### src/rtl/ctrl_conv_input.sv
// ctrl_conv_input: input-side X/F load controller for the convolution datapath.
// Optional macro CTRL_CONV_INPUT_KEEP_F_EN keeps F_mem loaded across convolutions.
module ctrl_conv_input #(
  parameter int F_MEM_SIZE = 4,
  parameter int X_MEM_SIZE = 8,
  parameter int X_MEM_ADDR_WIDTH = 3,
  parameter int F_MEM_ADDR_WIDTH = 2
) (
  input  logic                        clk,
  input  logic                        reset,
  input  logic                        s_valid_x,
  output logic                        s_ready_x,
  input  logic                        s_valid_f,
  output logic                        s_ready_f,
  output logic                        wr_en_x,
  output logic [X_MEM_ADDR_WIDTH-1:0] wr_addr_x,
  output logic                        wr_en_f,
  output logic [F_MEM_ADDR_WIDTH-1:0] wr_addr_f,
  output logic                        conv_start,
  input  logic                        conv_done
);
  typedef enum logic {LOAD, CONV} state_t;
  state_t state;
  logic x_full, f_full, last_x, last_f;
  assign wr_en_x = s_valid_x & s_ready_x;
  assign wr_en_f = s_valid_f & s_ready_f;
  assign last_x = wr_addr_x == X_MEM_ADDR_WIDTH'(X_MEM_SIZE - 1);
  assign last_f = wr_addr_f == F_MEM_ADDR_WIDTH'(F_MEM_SIZE - 1);
  always_ff @(posedge clk or negedge reset)
    if (!reset) begin
      state      <= LOAD;
      s_ready_x  <= 1'b0;
      s_ready_f  <= 1'b0;
      conv_start <= 1'b0;
      wr_addr_x  <= '0;
      wr_addr_f  <= '0;
      x_full     <= 1'b0;
      f_full     <= 1'b0;
    end else if (state == LOAD) begin
      if (wr_en_x) wr_addr_x <= last_x ? '0 : wr_addr_x + 1'b1;
      if (wr_en_f) wr_addr_f <= last_f ? '0 : wr_addr_f + 1'b1;
      if (wr_en_x && last_x) x_full <= 1'b1;
      if (wr_en_f && last_f) f_full <= 1'b1;
      // ready drops on the same edge as the final beat so no extra beat slips in
      s_ready_x <= !(x_full || (wr_en_x && last_x));
      s_ready_f <= !(f_full || (wr_en_f && last_f));
      if (x_full && f_full) begin
        conv_start <= 1'b1;
        state      <= CONV;
      end
    end else if (conv_done) begin
      conv_start <= 1'b0;
      x_full     <= 1'b0;
      s_ready_x  <= 1'b1;
      state      <= LOAD;
`ifdef CTRL_CONV_INPUT_KEEP_F_EN
      s_ready_f  <= 1'b0;
`else
      f_full     <= 1'b0;
      s_ready_f  <= 1'b1;
`endif
    end
endmodule
### config.mk
export PLATFORM = sky130hd
export DESIGN_NAME = ctrl_conv_input
export DESIGN_NICKNAME = d
export VERILOG_FILES = /design/src/rtl/ctrl_conv_input.sv
export SDC_FILE = /design/constraint.sdc
export NUM_CORES = 1
export LEC_CHECK = 0
export BUFFER_PORTS_ARGS = -buffer_cell sky130_fd_sc_hd__buf_4
export CAP_MARGIN = 15
export CORE_AREA = 3 3 40 42
export CTS_CLUSTER_DIAMETER = 200
export DETAILED_ROUTE_END_ITERATION = 8
export DIE_AREA = 0 0 43 45
export PLACE_DENSITY = 0.66
export SYNTH_ARGS = -nofsm -noshare
export SYNTH_HDL_FRONTEND = slang
export SYNTH_SLANG_ARGS = --single-unit
### constraint.sdc
create_clock -name clk -period 2.7 [get_ports clk]
set_input_delay 0.27 -clock clk [delete_from_list [all_inputs] [get_ports clk]]
set_output_delay 0.27 -clock clk [all_outputs]
set_load 0.03 [all_outputs]
==> tab_implementation.tex <==
\begin{tabular}{lr}
\hline
Metric & Value \\
\hline
\multicolumn{2}{l}{\textbf{Yosys}} \\
Sequential area share after synthesis & around half \\
Cell taking the most area after synthesis & sky130\_fd\_sc\_hd\_\_dfrtp\_1 \\
Total standard cell area after synthesis & around 550 um2 \\
Yosys reg bits & 11 \\
Cell count after synthesis & 40 \\
Average cell area after synthesis & $\sim$14 um2 \\
Top area cells in the synthesized netlist & sky130\_fd\_sc\_hd\_\_dfrtp\_1, sky130\_fd\_sc\_hd\_\_mux2\_4, sky130\_fd\_sc\_hd\_\_nand3b\_4 \\
Post-synth net total & 48 \\
Total of warnings raised by yosys & 0 \\
Count of cell types in the netlist & 15 \\
Area fraction of the dominant cell type after synthesis & 50.1\% \\
\multicolumn{2}{l}{\textbf{Worst setup path}} \\
Worst endpoint data arrival time & 1.46 ns \\
Type of element launching the critical path & register \\
Highest fanout seen on the critical path & 4 \\
Worst Path Required & 2.85 ns \\
Crit. End Element & register \\
Crit Path Class & register to register \\
\multicolumn{2}{l}{\textbf{Cells and area}} \\
Layout cell share with drive strength beyond 1 & 44.1\% \\
Growth of design area from synthesis to finish & 29.2\% \\
Diodes inserted & 0 \\
Post-route design area & 709 um2 \\
Number of nets in the layout & 68 \\
Post-layout instance count excluding filler cells & 74 \\
\multicolumn{2}{l}{\textbf{Timing}} \\
Highest clock rate & 0.762 GHz \\
Final hold viol count & 0 \\
Slew Viols, Final & 0 \\
Period utilisation layout & 48.6\% \\
RSZ-0062 raised after global routing & no \\
Setup Total Neg Slack & 0 ns \\
Number of failing setup endpoints in the final timing report & 0 \\
Worst Max-Slew Pin Slew & 0.200 ns \\
Time the final worst path needs with I/O delays and setup & 1.31 ns \\
Setup Skew & $\sim$0.0012 ns \\
Slew Limit Headroom & 86.7\% \\
\multicolumn{2}{l}{\textbf{Floorplan}} \\
Rows & 13 \\
Die boundary width & 43 um \\
Count of pins on the block boundary & 15 \\
Height of the chip & 45 um \\
Starting density of the core & 42.7\% \\
Placeable core region & 0.00128 mm2 \\
Die Area & 0.00194 mm2 \\
\multicolumn{2}{l}{\textbf{Route}} \\
Length of the first detailed-routing pass in iterations & 4 \\
Total via count in the routed design & 382 \\
Wire per inst & 12.4 um \\
First DRT Iteration DRCs & 1 \\
DRT Wirelength & 917 um \\
Post-detailed-route count of antenna-violating nets & 0 \\
Vias/cell & around 5.2 \\
DRC violation count after routing & 0 \\
\multicolumn{2}{l}{\textbf{Placement}} \\
Placed instance area & approximately 670 um2 \\
Dpl hpwl & 705 um \\
Count of buffers from port buffering & 14 \\
Global placement routability congestion & around 0.74 \\
Count of placed standard cells including taps & 69 \\
\multicolumn{2}{l}{\textbf{Power and ir drop}} \\
Post-layout power & 0.000985 W \\
Static leakage & 0.362 nW \\
Pwr/cell area & 1390 mW/mm2 \\
Worst vdd rail ir drop & 0.576 mV \\
\multicolumn{2}{l}{\textbf{GRT}} \\
Vias in the first global route & 358 \\
Maximum number of pins on one net before global-route repair & 12 \\
GR Overflow Total & 0 \\
Antenna violations before repair & 0 \\
Wire length of the first global-routing pass & 1670 um \\
Total global routing track utilization & between 10\% and 20\% \\
\multicolumn{2}{l}{\textbf{Clock tree}} \\
Clock network latency to the later pin of the worst-skew pair & 0.26 ns \\
Post-CTS Setup Repair Bufs & 0 \\
Clk slew on worst S/H paths & 0.07 ns \\
Library cell used as clock root buffer & sky130\_fd\_sc\_hd\_\_clkbuf\_4 \\
Clock tree from TritonCTS & built \\
Max H-tree Level & 1 \\
Resize count post-CTS & 0 \\
Count of clock tree sinks & 11 \\
Number of buffers on the longest clock path & 2 \\
Hold bufs inserted after CTS & 1 \\
CTS buffer count & 3 \\
\multicolumn{2}{l}{\textbf{Outcome}} \\
Outcome & completed \\
\multicolumn{2}{l}{\textbf{Worst hold path}} \\
Hold crit path type & input port to register \\
\multicolumn{2}{l}{\textbf{Job}} \\
Max Cap Violations & 0 \\
\hline
\end{tabular}
-- synthesized netlist by cell type --
library cell and count:
sky130_fd_sc_hd__and2b_1 1, sky130_fd_sc_hd__a22o_1 2, sky130_fd_sc_hd__o2bb2ai_1 1, sky130_fd_sc_hd__nor3b_1 2, sky130_fd_sc_hd__ha_1 3, sky130_fd_sc_hd__dfrtp_1 11
sky130_fd_sc_hd__and2_1 2, sky130_fd_sc_hd__a21oi_1 3, sky130_fd_sc_hd__inv_1 2, sky130_fd_sc_hd__mux2_4 5, sky130_fd_sc_hd__o21ai_0 1, sky130_fd_sc_hd__nand3b_4 2
sky130_fd_sc_hd__nand3b_1 1, sky130_fd_sc_hd__a31o_2 2, sky130_fd_sc_hd__nor2_1 2
-- state kept, by name, summed over array words and instances (netlist names) --
signal and count:
state 1, f_full 1, s_ready_f 1, s_ready_x 1, wr_addr_x 3, conv_start 1, x_full 1, wr_addr_f 2
-- cell type report --
| type | count | area, um2 |
|---|---|---|
| Multi-Input combinational cell | 27 | 267 |
| Timing Repair Buffer | 15 | 115 |
| Clock buffer | 4 | 26.3 |
| Inverter | 2 | 7.51 |
| Tap cell | 15 | 18.8 |
| Fill cell | 123 | 576 |
| Sequential cell | 11 | 275 |
-- layer usage --
metal	routed length [um]	GRT usage (%)	vias to the layer above
met2	417	17.7	12
met1	428	15.8	184
met5	0	0	-
met4	10	9.04	0
li1	-	-	184
met3	60	2.39	2
-- path summary, 6_finish.rpt --
check	from	to	slack, ns	cells past startpoint
worst max register to register	wr_addr_x[0]	x_full	1.39	4
max in group asynchronous	reset	state	2.17	2
min in group asynchronous	reset	wr_addr_f[1]	0.38	2
worst max-delay path	wr_addr_x[0]	x_full	1.39	4
worst min register to register	conv_start	conv_start	0.52	1
worst min-delay path	conv_done	state	0.23	2
-- placed cells by master, fill, tap and decap left out --
master                           n
sky130_fd_sc_hd__nand3b_1        1
sky130_fd_sc_hd__a31o_2          2
sky130_fd_sc_hd__nand3b_4        2
sky130_fd_sc_hd__clkbuf_1        1
sky130_fd_sc_hd__a21oi_1         3
sky130_fd_sc_hd__dlygate4sd3_1   1
sky130_fd_sc_hd__ha_1            3
sky130_fd_sc_hd__and2_1          2
sky130_fd_sc_hd__o21ai_0         1
sky130_fd_sc_hd__buf_4          14
sky130_fd_sc_hd__clkbuf_4        3
sky130_fd_sc_hd__nor3b_1         2
sky130_fd_sc_hd__dfrtp_1        11
sky130_fd_sc_hd__nor2_1          2
sky130_fd_sc_hd__a22o_1          2
sky130_fd_sc_hd__and2b_1         1
sky130_fd_sc_hd__mux2_4          5
sky130_fd_sc_hd__o2bb2ai_1       1
sky130_fd_sc_hd__inv_1           2
-- critical path, stage by stage, from the launching register on --
cell and delay (ns):
sky130_fd_sc_hd__dfrtp_1 0.41, sky130_fd_sc_hd__ha_1 0.21, sky130_fd_sc_hd__ha_1 0.21, sky130_fd_sc_hd__a31o_2 0.21
sky130_fd_sc_hd__a22o_1 0.17
-- kinds of logic (layout without fill, tap and decap cells) --
| kind of cell | after synthesis | count (layout) | share of synthesized area (%) |
|---|---|---|---|
| AND/OR/NAND/NOR | 10 | 10 | 16.4 |
| buffers and inverters | 2 | 21 | 1.37 |
| AO/OA/AOI/OAI | 9 | 9 | 11.6 |
| multiplexers | 5 | 5 | 13.7 |
| adder cells (fa/ha/maj) | 3 | 3 | 6.83 |
| flip-flops | 11 | 11 | 50.1 |
-- report_power, final --
part           internal [W]  switching [W]  total (W)
logic              0.000274       0.000262   0.000536
clock network     0.0000570      0.0000497   0.000107
registers          0.000250      0.0000922   0.000343
-- per-stage QoR --
step | setup slack, ns | hold slack (ns) | utilization (%)
3_5_place_dp | 1.40 | 0.114 | 52.4
6_report | 1.39 | 0.225 | 55.2
4_1_cts | 1.38 | 0.216 | 55.2
5_1_grt | 1.33 | 0.248 | 55.2
3_3_place_gp | 1.42 | 0.114 | 52.4
2_1_floorplan | 1.27 | -0.0256 | -
No activity file was read; power rests on OpenSTA's default activity.
